$ cat config.mk
export PLATFORM = sky130hd
export DESIGN_NAME = picorv32_mem_arbiter
export DESIGN_NICKNAME = d
export VERILOG_FILES = /design/src/rtl/picorv32_mem_arbiter.sv
export SDC_FILE = /design/constraint.sdc
export NUM_CORES = 1
export LEC_CHECK = 0
export CAP_MARGIN = 30
export CORE_AREA = 2 2 120 122
export DETAILED_ROUTE_END_ITERATION = 12
export DIE_AREA = 0 0 122 124
export DONT_BUFFER_PORTS = 1
export PLACE_DENSITY = 0.46
export RECOVER_POWER = 50
export SLEW_MARGIN = 30
export SYNTH_ARGS = -nofsm -noshare
export SYNTH_HDL_FRONTEND = slang
export SYNTH_SLANG_ARGS = --single-unit
export TNS_END_PERCENT = 30
$ cat constraint.sdc
create_clock -name clk -period 2.1 [get_ports clk]
set_input_delay 0.21 -clock clk [delete_from_list [all_inputs] [get_ports clk]]
set_output_delay 0.21 -clock clk [all_outputs]
set_load 0.05 [all_outputs]
$ cat src/rtl/picorv32_mem_arbiter.sv
// Round-robin arbiter sharing one PicoRV32 native memory port between two masters.
// Optional slave-timeout watchdog enabled by defining PICORV32_ARB_TIMEOUT_EN.
module picorv32_mem_arbiter #(
    parameter int unsigned TIMEOUT_CYCLES = 255,
    parameter logic [31:0] ERR_RDATA      = 32'hFFFF_FFFF
) (
    input  logic        clk,
    input  logic        resetn,

    input  logic        m0_valid,
    input  logic        m0_instr,
    output logic        m0_ready,
    input  logic [31:0] m0_addr,
    input  logic [31:0] m0_wdata,
    input  logic [3:0]  m0_wstrb,
    output logic [31:0] m0_rdata,

    input  logic        m1_valid,
    input  logic        m1_instr,
    output logic        m1_ready,
    input  logic [31:0] m1_addr,
    input  logic [31:0] m1_wdata,
    input  logic [3:0]  m1_wstrb,
    output logic [31:0] m1_rdata,

    output logic        mem_valid,
    output logic        mem_instr,
    input  logic        mem_ready,
    output logic [31:0] mem_addr,
    output logic [31:0] mem_wdata,
    output logic [3:0]  mem_wstrb,
    input  logic [31:0] mem_rdata,

    output logic        arb_timeout
);
    localparam int unsigned DW = 32;
    localparam int unsigned SW = 4;

    localparam logic [0:0] S_IDLE = 1'b0;
    localparam logic [0:0] S_BUSY = 1'b1;

    logic [0:0]    state_q, state_d;
    logic          grant_q, grant_d;
    logic          last_grant_q, last_grant_d;
    logic          mem_valid_q, mem_valid_d;
    logic          mem_instr_q, mem_instr_d;
    logic [DW-1:0] mem_addr_q, mem_addr_d;
    logic [DW-1:0] mem_wdata_q, mem_wdata_d;
    logic [SW-1:0] mem_wstrb_q, mem_wstrb_d;

    logic          grant_sel;
    logic          timeout_hit;
    logic          xfer_done;
    logic [DW-1:0] rdata_sel;

`ifdef PICORV32_ARB_TIMEOUT_EN
    localparam int unsigned CW = 16;

    logic [CW-1:0] cnt_q, cnt_d;
    logic          arb_timeout_q, arb_timeout_d;

    assign timeout_hit = (state_q == S_BUSY) && !mem_ready && (cnt_q == CW'(TIMEOUT_CYCLES));
    assign rdata_sel   = timeout_hit ? ERR_RDATA : mem_rdata;

    // Counter sits at zero while idle, so it is clear on every BUSY entry.
    always_comb begin
        cnt_d         = cnt_q;
        arb_timeout_d = arb_timeout_q | timeout_hit;
        if (state_q == S_IDLE) begin
            cnt_d = '0;
        end else if (!mem_ready) begin
            cnt_d = cnt_q + CW'(1);
        end
    end

    always_ff @(posedge clk or negedge resetn) begin
        if (!resetn) begin
            cnt_q         <= '0;
            arb_timeout_q <= 1'b0;
        end else begin
            cnt_q         <= cnt_d;
            arb_timeout_q <= arb_timeout_d;
        end
    end

    assign arb_timeout = arb_timeout_q;
`else
    logic unused_cfg;
    assign unused_cfg  = ^{32'(TIMEOUT_CYCLES), ERR_RDATA};
    assign timeout_hit = 1'b0;
    assign rdata_sel   = mem_rdata;
    assign arb_timeout = 1'b0;
`endif

    // On a tie, the master that did not win last time gets the port.
    assign grant_sel = (m0_valid && m1_valid) ? ~last_grant_q : m1_valid;
    assign xfer_done = (state_q == S_BUSY) && (mem_ready || timeout_hit);

    always_comb begin
        state_d      = state_q;
        grant_d      = grant_q;
        last_grant_d = last_grant_q;
        mem_valid_d  = mem_valid_q;
        mem_instr_d  = mem_instr_q;
        mem_addr_d   = mem_addr_q;
        mem_wdata_d  = mem_wdata_q;
        mem_wstrb_d  = mem_wstrb_q;
        case (state_q)
            S_IDLE: begin
                if (m0_valid || m1_valid) begin
                    grant_d      = grant_sel;
                    last_grant_d = grant_sel;
                    mem_valid_d  = 1'b1;
                    mem_instr_d  = grant_sel ? m1_instr : m0_instr;
                    mem_addr_d   = grant_sel ? m1_addr  : m0_addr;
                    mem_wdata_d  = grant_sel ? m1_wdata : m0_wdata;
                    mem_wstrb_d  = grant_sel ? m1_wstrb : m0_wstrb;
                    state_d      = S_BUSY;
                end
            end
            S_BUSY: begin
                if (xfer_done) begin
                    mem_valid_d = 1'b0;
                    state_d     = S_IDLE;
                end
            end
            default: state_d = S_IDLE;
        endcase
    end

    always_ff @(posedge clk or negedge resetn) begin
        if (!resetn) begin
            state_q      <= S_IDLE;
            grant_q      <= 1'b0;
            last_grant_q <= 1'b1;
            mem_valid_q  <= 1'b0;
            mem_instr_q  <= 1'b0;
            mem_addr_q   <= '0;
            mem_wdata_q  <= '0;
            mem_wstrb_q  <= '0;
        end else begin
            state_q      <= state_d;
            grant_q      <= grant_d;
            last_grant_q <= last_grant_d;
            mem_valid_q  <= mem_valid_d;
            mem_instr_q  <= mem_instr_d;
            mem_addr_q   <= mem_addr_d;
            mem_wdata_q  <= mem_wdata_d;
            mem_wstrb_q  <= mem_wstrb_d;
        end
    end

    // Completion is passed straight back to the granted master in the same cycle.
    assign m0_ready  = xfer_done && !grant_q;
    assign m1_ready  = xfer_done &&  grant_q;
    assign m0_rdata  = rdata_sel;
    assign m1_rdata  = rdata_sel;

    assign mem_valid = mem_valid_q;
    assign mem_instr = mem_instr_q;
    assign mem_addr  = mem_addr_q;
    assign mem_wdata = mem_wdata_q;
    assign mem_wstrb = mem_wstrb_q;
endmodule

# Yosys cells after proc, flatten, opt, wreduce, memory -nomap -nowiden
# Cells that the tools add are included.
word_totals:
  reg_bits: 73
  in_bits: 175
  out_inout_bits: 137
classes:
  eq_ne: 2
  muxes: 11
  bitwise_logic: 2
  n_reduce_logical: 8
op_table:
  columns: ["op", "n"]
  rows:
  - ["32-bit two-way mux", 2]
  - ["1-bit two-way mux", 6]
  - ["1-bit logical AND", 4]
  - ["4-bit two-way mux", 1]
  - ["1-bit one-hot mux with 2 select lines", 2]
  - ["2-bit AND reduction", 2]
  - ["2-bit by 1-bit inequality test with 1-bit output (second input constant)", 1]
  - ["2-bit inequality test (second input constant)", 1]
  - ["1-bit NOT", 2]
  - ["1-bit zero test", 1]
  - ["1-bit logical OR", 1]

# Longest topological paths before layout
# Gate-level depths: netlist (run 1).
logic_depth:
  ltp_word: 3
  depth_mapped: 5
  depth_no_buf: 3

# Worst setup path before layout (run 1)
# OpenSTA, ideal clock, no wires.
synth_path:
  path_type: "register to output"
  start: "reg state_q"
  end: "out m0_ready"
  t_arrival_ns: 1.089
  slack_ns: 0.801
  stages_incl_launch_ff: 3
  path_buffers: 0
  path_cell_list: "dfrtp_1 -> nand2_1 -> nor2_1"
synth_between:
  elab_chain_len: 2
synth_rtl:
  columns: ["item", "line", "source"]
  rows:
  - ["from (decl)", "42", "logic [0:0] state_q, state_d;"]
  - ["from (signal assigned)", "142", "state_q <= state_d;"]
  - ["1-bit logical AND", "97", "assign xfer_done = (state_q == S_BUSY) && (mem_ready || timeout_hit);"]
  - ["1-bit logical AND", "154", "assign m0_ready = xfer_done && !grant_q;"]
  - ["to (decl)", "12", "output logic m0_ready,"]
# No other way between the ends.

# Worst setup path after layout (run 1)
layout_path:
  start: "reg last_grant_q"
  end: "reg mem_addr_q[2], in the netlist mem_addr[2]"
layout_between:
  elab_chain_len: 3
layout_rtl:
  columns: ["item", "line", "source"]
  rows:
  - ["from (decl)", "44", "logic last_grant_q, last_grant_d;"]
  - ["from (signal assigned)", "144", "last_grant_q <= last_grant_d;"]
  - ["1-bit NOT", "96", "assign grant_sel = (m0_valid && m1_valid) ? ~last_grant_q : m1_valid;"]
  - ["1-bit two-way mux", "96", null]
  - ["32-bit two-way mux", "115", "mem_addr_d = grant_sel ? m1_addr : m0_addr;"]
  - ["to (signal assigned)", "147", "mem_addr_q <= mem_addr_d;"]
  - ["to (decl)", "47", "logic [DW-1:0] mem_addr_q, mem_addr_d;"]
# No other way between the ends.
# A chain may end at the register's enable or synchronous reset.

==> metrics.md, run 1 <==
| Metric | Value |
|---|---|
| Outcome | complete, no violations |
| Post-CTS Setup Bufs | 0 |
| Placer Congestion | approximately 0.74 |
| Synth Area in Adders | 0% |
| Total placed cells including tap cells | 550 |
| Hold Path Class | primary input to flop |
| CP Capture Type | flop |
| Worst relative slew slack | 32.42% |
| Part of the power in combinational logic | 18.0% |
| Crit path kind | flop to flop |
| Cells after synthesis | 460 |
| Clock Skews | 0.006953 ns |
| Post-synth cell types | 18 |
| Net Switching | 3916 uW |
| Delay-heaviest family, CP | compound AO/OA/AOI/OAI gates |
| P&R area growth vs syn | 16.30% |
| CP bufs+invs | 1 |
| Critical-path cell list | a21boi_4 -> buf_4 -> a21oi_1 -> a21oi_1 |
| Initial Util | 27.59% |
| Top-area cell type share of the netlist area | 47.60% |
| Antenna Diode Count | 0 |
| Share of layout cells above drive strength 1 | 6.000% |
| GRT Total Usage | 14.37% |
| DIE WIDTH | 122 um |
| Worst path max stage delay | 0.48 ns |
| Die H | 124 um |
| DRC Markers | 0 |
| TNS Setup | 0 ns |
| Root Driver | clkbuf_16 |
| Clk_lat worst skew | 0.33 ns |
| Count of pins over their slew limit | 0 |
| TritonCTS clock tree | done |
| Most used DFF post-synth | dfrtp_1 |
| Final setup violation count | 0 |
| Flop pwr share | 59.4% |
| Fmax | approximately 530 MHz |
| Initial antenna violation count | 0 |
| Post-route ant nets | 0 |
| P per Cell Area | 1704 nW/um2 |
| Fin crit period | 1.876 ns |
| Worst slack, placed | 0.04146 ns |
| Worst path required time | between 2 and 2.5 ns |
| Crit path top cell by count | a21oi_1 |
| Average cell area after synthesis | ~8 um2 |
| Worst Max-Slew Pin Slew | 1.014 ns |
| Row count | 43 |
| Initial drt markers | 147 |
| RSZ-0062 raised after global routing | no |
| WL/cell | approximately 18 um |
| CP max FO | 38 |
| DR vias | around 3k |
| H-tree depth | 3 |
| Total grt overflow | 0 |
| CTS clk-pin slew, worst paths | 0.06 ns |
| Vias in the first global route | 3149 |
| XOR/XNOR Fraction of Synth Area | 0% |
| Worst endpoint data arrival time | 2.13 ns |
| Asr flop ratio synth | 100.0% |
| Synth Cell Area | 3785 um2 |
| Final HPWL DP | 7164 um |
| CTS max path bufs | 2 |
| Placeable core region | around 14000 um2 |
| Setup ws final | 0.2236 ns |
| Synthesized Nets | 635 |
| Die area | 15130 um2 |
| Vias per cell | 4.806 |
| Yosys top cell by area | dfrtp_1 |
| Clk network pwr share | 22.6% |
| Mux cell area share after synthesis | 0% |
| Io pins | 312 |
| CTS buffer count | 9 |
| Leakage | around 0.0019 uW |
| Switching share of total power | 52.21% |
| Yosys warns | 0 |
| CTS Sinks | 73 |
| Post-route insts no fill | 630 |
| Final Hold Vio Count | 0 |
| Final core occ | 32.08% |
| # fillers | 1458 |
| I/O Buffers | 0 |
| FF+latch count, synth | 73 |
| Max_cap viols | 0 |
| Hold slack | roughly 0.018 ns |
| CP max stage cell | a21boi_4 |
| Area contributors post-synth | dfrtp_1 (48%), a21oi_1 (18%), buf_4 (13%), nand2_1 (7.0%), nor2_1 (6.9%) |
| Type of origin of the critical path | flop |
| Max VDD drop | 655.7 uV |
| Simple-gate share of the synthesized area | 14.15% |
| Routed WL | about 11000 um |
| Final cycle utilization of the critical path | 89.35% |
| Largest net degree at the start of global routing | 74 |
| Global-route wire length before repair | 16290 um |
| Compound-Gate Fraction of Synth Area | between 20% and 30% |
| Post-CTS sizing | 0 |
| Router iterations before antenna repair | 4 |
| Number of enable flip-flop cells after synthesis | 0 |
| Largest family of logic cells by synthesized area | compound AO/OA/AOI/OAI gates |
| Share of synthesized area occupied by flip-flops and latches | 48.30% |
| Internal | 3584 uW |
| Nets | 620 |
cells in the final DEF, fill, tap and decap left out:
cell type	instances
dfrtp_1	72
clkinvlp_4	2
dlygate4sd3_1	62
a21boi_4	1
a21oi_1	139
and3_1	1
buf_12	1
bufinv_16	2
clkbuf_4	1
a21boi_2	1
dfstp_1	1
o21a_1	1
a21bo_2	1
nor2_1	70
clkbuf_16	9
a31oi_1	1
buf_4	5
inv_1	1
o21bai_4	1
conb_1	1
nand2_1	71
clkbuf_8	2
o21ba_2	1
clkbuf_1	1
o21ai_0	2
state kept, by name, indices dropped and copies added, names as in the netlist:
signal and count:
mem_valid 1, last_grant_q 1, mem_addr 32, mem_wdata 32
state_q 1, mem_instr 1, mem_wstrb 4, grant_q 1
area by class of cell:
type	count	area, um2	share of cell area [%]
sequential	73	1828	41.53
timing repair buffer	69	685.7	15.58
clock buffer	12	256.5	5.827
inverter	1	3.754	0.08528
clock inverter	4	75.07	1.706
multi-input combinational	291	1328	30.16
tap	180	225.2	5.117
cells by family (layout without fill, tap and decap cells):
family,count (synthesis),after routing
other,1,1
AND/OR/NAND/NOR,142,142
AO/OA/AOI/OAI,147,148
flip-flops,73,73
buffers and inverters,97,86
cells in the mapped netlist, types with 2 or more instances:
cell type    n
a21oi_1    139
dfrtp_1     72
nand2_1     71
nor2_1      70
buf_4       65
buf_2       29
buf_6        2
o21ai_0      2
layer usage:
layer	up-vias	GRT usage, %	share of wire, %
met5	-	0	0
met4	0	7.830	3.5
met3	40	5.128	7.5
met2	134	24.65	50
met1	1440	15.51	39
li1	1414	-	-
stage by stage:
stage	total power [uW]	instance area [um2]
floorplan	5651	3785
global placement	5680	3431
detailed placement	5726	3431
CTS	7594	4400
global route	7949	4402
finish	7500	4402
repair_timing:
item                                    4_1_cts  5_1_grt
endpoints found under the setup margin        0       38
hold buffers                                 62        1
endpoints found under the hold margin       133        1
power groups by stage:
stage	Combinational [uW]	Sequential [uW]	Clock, uW
2_1_floorplan	1350	4300	0
3_3_place_gp	1190	4490	0
3_5_place_dp	1240	4490	0
4_1_cts	1370	4460	1770
5_1_grt	1580	4530	1830
6_report	1350	4460	1690
path summary, 6_finish.rpt:
| path | startpoint | endpoint | slack, ns | depth (start not counted) |
|---|---|---|---|---|
| setup / recovery | last_grant_q$_DFFE_PN1P_ | mem_addr[2]$_DFFE_PN0P_ | 0.22 | 4 |
| setup reg to reg | last_grant_q$_DFFE_PN1P_ | mem_addr[2]$_DFFE_PN0P_ | 0.22 | 4 |
| hold / removal | m0_wdata[7] | mem_wdata[7]$_DFFE_PN0P_ | 0.02 | 2 |
| hold reg to reg | grant_q$_DFFE_PN0P_ | grant_q$_DFFE_PN0P_ | 0.51 | 2 |
| max in group asynchronous | resetn | mem_wdata[31]$_DFFE_PN0P_ | 0.84 | 2 |
| min in group asynchronous | resetn | mem_addr[2]$_DFFE_PN0P_ | 0.61 | 2 |
Note: power is estimated with default switching activity, not from simulation.
==> run 2: changes to the inputs <==
Settings changed: ABC_AREA set to 1, PLACE_DENSITY 0.46 to 0.54.
==> run 2 against run 1 <==
  * Power shrank 5.6%
  * Clock power shrank 15%
  * Routed wire length rose by 2.0%
  * Largest cell class unchanged
  * Sequential share of layout area decreased by 0.95 points
  * Global-route usage increased by 0.66 points
  * Die area stayed put
  * Sequential power down 2%
  * Critical path depth unchanged
  * Area after synthesis is 20% higher
  * Design area is 2.3% higher
  * Worst hold slack improved by 0.053 ns
  * Sequential cell count stayed put
==> metrics.md, run 2 <==
| Metric | Value |
|---|---|
| Reg2Reg Setup Slack | 0.59 ns (+0.37 ns) |
| CTS max path bufs | 2 (unchanged) |
| Outcome | complete, no violations |
| P per Cell Area | 1572 nW/um2 (-7.7%) |
| Commonest non-fill, non-tap cells in the layout | nand2_1 (210), inv_1 (140), nand3_1 (139), dfrtp_1 (72), clkbuf_16 (9) |
| Placer Congestion | 0.7843 (+6.3%) |
| Reg2Reg Depth | 4 (unchanged) |
| Cells after synthesis | 674 (+47%) |
| Max VDD drop | 563.1 uV (-14%) |
| Share of layout cells above drive strength 1 | 4.825% (-1.2 points) |
| H-tree depth | 3 (unchanged) |
| TritonCTS clock tree | done |
| GRT Total Usage | 15.03% (+0.66 points) |
| Final Hold Vio Count | 0 (unchanged) |
| Die area | 15130 um2 (unchanged) |
| Vias per cell | 4.813 (+0.14%) |
| Count of pins over their slew limit | 0 (unchanged) |
| Area of the multi-input gates | 1543 um2 (+16%) |
| Area contributors post-synth | dfrtp_1 (40%), nand2_1 (17%), nand3_1 (15%), inv_1 (12%), buf_4 (11%) |
| Synth top cells by count | nand2_1 (210), inv_1 (140), nand3_1 (139), dfrtp_1 (72), buf_4 (67) |
| Crit path kind | flop to flop |
| Synthesized Nets | 849 (+34%) |
| Startpoint of the worst register-to-register path | state_q$_DFF_PN0_ |
| Top-area cell type share of the netlist area | 39.60% (-8.0 points) |
| Die H | 124 um (unchanged) |
| Router iterations before antenna repair | 4 (unchanged) |
| Root Driver | clkbuf_16 |
| TNS Setup | 0 ns (unchanged) |
| Routed WL | 11510 um (+2.0%) |
| Synth Cell Area | 4549 um2 (+20%) |
| FF+latch count, synth | 73 (unchanged) |
| Max_cap viols | 0 (unchanged) |
| CP max FO | 35 (-7.9%) |
| Nets | 771 (+24%) |
| Post-synth cell types | 18 (unchanged) |
| I/O Buffers | 0 (unchanged) |
| Worst path max stage delay | 0.59 ns (+0.11 ns) |
| Final HPWL DP | 7942 um (+11%) |
| Yosys warns | 0 (unchanged) |
| Antenna Diode Count | 0 (unchanged) |
| Worst slack, placed | 0.6970 ns (+0.6555 ns) |
| Hold path depth | 2 (unchanged) |
| Total grt overflow | 0 (unchanged) |
| Final setup violation count | 0 (unchanged) |
| Fmax | 663.3 MHz (+24%) |
| CP Capture Type | flop |
| Initial Util | 33.16% (+5.6 points) |
| Post-CTS Setup Bufs | 0 (unchanged) |
| Critical-path cell list | nor2_4 -> clkbuf_2 -> nand3_1 -> nand2_1 |
| Vias in the first global route | 3622 (+15%) |
| Initial antenna violation count | 0 (unchanged) |
| Hold Path Class | primary input to flop |
| Clock Skews | 0.003236 ns (-0.003718 ns) |
| # fillers | 1539 (+5.6%) |
| DR vias | 3759 (+24%) |
| Fin crit period | 1.508 ns (-0.3688 ns) |
| Asr flop ratio synth | 100.0% (unchanged) |
| Number of enable flip-flop cells after synthesis | 0 (unchanged) |
| CP max stage cell | clkbuf_2 |
| Post-DP Area | 4205 um2 (+23%) |
| Worst path required time | 2.37 ns (+0.02 ns) |
| P&R area growth vs syn | -0.9901% |
| Final cycle utilization of the critical path | 71.79% (-18 points) |
| Post-route ant nets | 0 (unchanged) |
| Hold path endpoint | last_grant_q$_DFFE_PN1P_ |
| Hold Crit Start | m1_valid |
| Yosys top cell by area | dfrtp_1 |
| Count leader, synth | nand2_1 |
| Setup ws final | 0.5924 ns (+0.3688 ns) |
| CTS Sinks | 73 (unchanged) |
| Worst R2R End | mem_addr[16]$_DFFE_PN0P_ |
| Worst endpoint data arrival time | 1.78 ns (-0.35 ns) |
| Most used DFF post-synth | dfrtp_1 |
| Final core occ | 32.83% (+0.75 points) |
| Critical Path Start | state_q$_DFF_PN0_ |
| Type of origin of the critical path | flop |
| CTS buffer count | 9 (unchanged) |
| Largest net degree at the start of global routing | 74 (unchanged) |
| Clk_lat worst skew | 0.33 ns (about the same) |
| Worst Max-Slew Pin Slew | 1.045 ns (+0.03129 ns) |
| RSZ-0062 raised after global routing | no |
| Row count | 43 (unchanged) |
| Io pins | 312 (unchanged) |
| Placeable core region | 13720 um2 (unchanged) |
| Share of synthesized area occupied by flip-flops and latches | 40.18% (-8.1 points) |
| Worst relative slew slack | 30.33% (-2.1 points) |
| DIE WIDTH | 122 um (unchanged) |
| WL/cell | 14.73 um (-18%) |
| Post-route cell area | 4504 um2 (+2.3%) |
| CTS clk-pin slew, worst paths | 0.06 ns (about the same) |
| Commonest non-fill, non-tap cell in the layout | nand2_1 |
| Leakage | 0.002733 uW (+47%) |
| FF/Latch Area | 1828 um2 (unchanged) |
| Initial drt markers | 156 (+6.1%) |
| Pwr Total | 7080 uW (-5.6%) |
| DRC Markers | 0 (unchanged) |
| Average cell area after synthesis | 6.750 um2 (-18%) |
| Global-route wire length before repair | 17750 um (+9.0%) |
[run 2: repair_timing]
action                                 in CTS  in global routing
endpoints found under the hold margin      74                  0
hold buffers                                3                  0
gates resized for setup                     0                  0
[run 2: per-layer routing]
layer	GRT usage (%)	vias to the layer above	part of all wire, %
met4	7.615	0	3.3
li1	-	1773	-
met5	0	-	0
met3	6.090	52	9.2
met2	24.58	158	47
met1	16.97	1776	40
[run 2: area by class of cell]
type / instances / share of cell area, %
clock buffers: 14 / 5.861
clock inverters: 2 / 0.2778
inverters: 141 / 11.75
multi-input cells: 359 / 34.25
flip-flops and latches: 73 / 40.58
well taps: 180 / 5.000
repair buffers: 12 / 2.278
[run 2: worst max path at each step]
stage,to,slack [ns],cells after the start
floorplan,m0_ready,0.76,2
global placement,mem_addr[15]$_DFFE_PN0P_,0.76,6
detailed placement,mem_wdata[16]$_DFFE_PN0P_,0.70,6
CTS,m1_ready,0.68,3
global route,mem_addr[16]$_DFFE_PN0P_,0.43,4
finish,mem_addr[16]$_DFFE_PN0P_,0.59,4
[run 2: logic make-up after synthesis]
logic type	count (synthesis)	share of synthesized area, %
compound gates	3	0.3849
buf+inv	242	25.91
flops	73	40.18
other cells	1	0.08243
simple gates	355	33.44
[run 2: worst max-delay path: cells and delay by family, from the launching register on]
kind | cells | cell delay, ns
and+or+nand+nor | 3 | 0.42
buffers and inverters | 1 | 0.59
DFF | 1 | 0.42
[run 2: power breakdown]
group | switching (uW) | leakage, uW | internal (uW)
Combinational | 837 | 0.00172 | 438
Clock | 576 | 0.000133 | 864
Sequential | 2430 | 0.000881 | 1940
Total | 3840 | 0.00273 | 3240
[run 2: metrics by stage]
| step | std cells | hold slack (ns) |
|---|---|---|
| final | 781 | 0.07138 |
| after global routing | 781 | 0.03678 |
| after CTS | 781 | 0.02717 |
| after detailed placement | 762 | -0.08440 |
| after global placement | 762 | -0.08387 |
| after floorplan | 674 | -0.08559 |
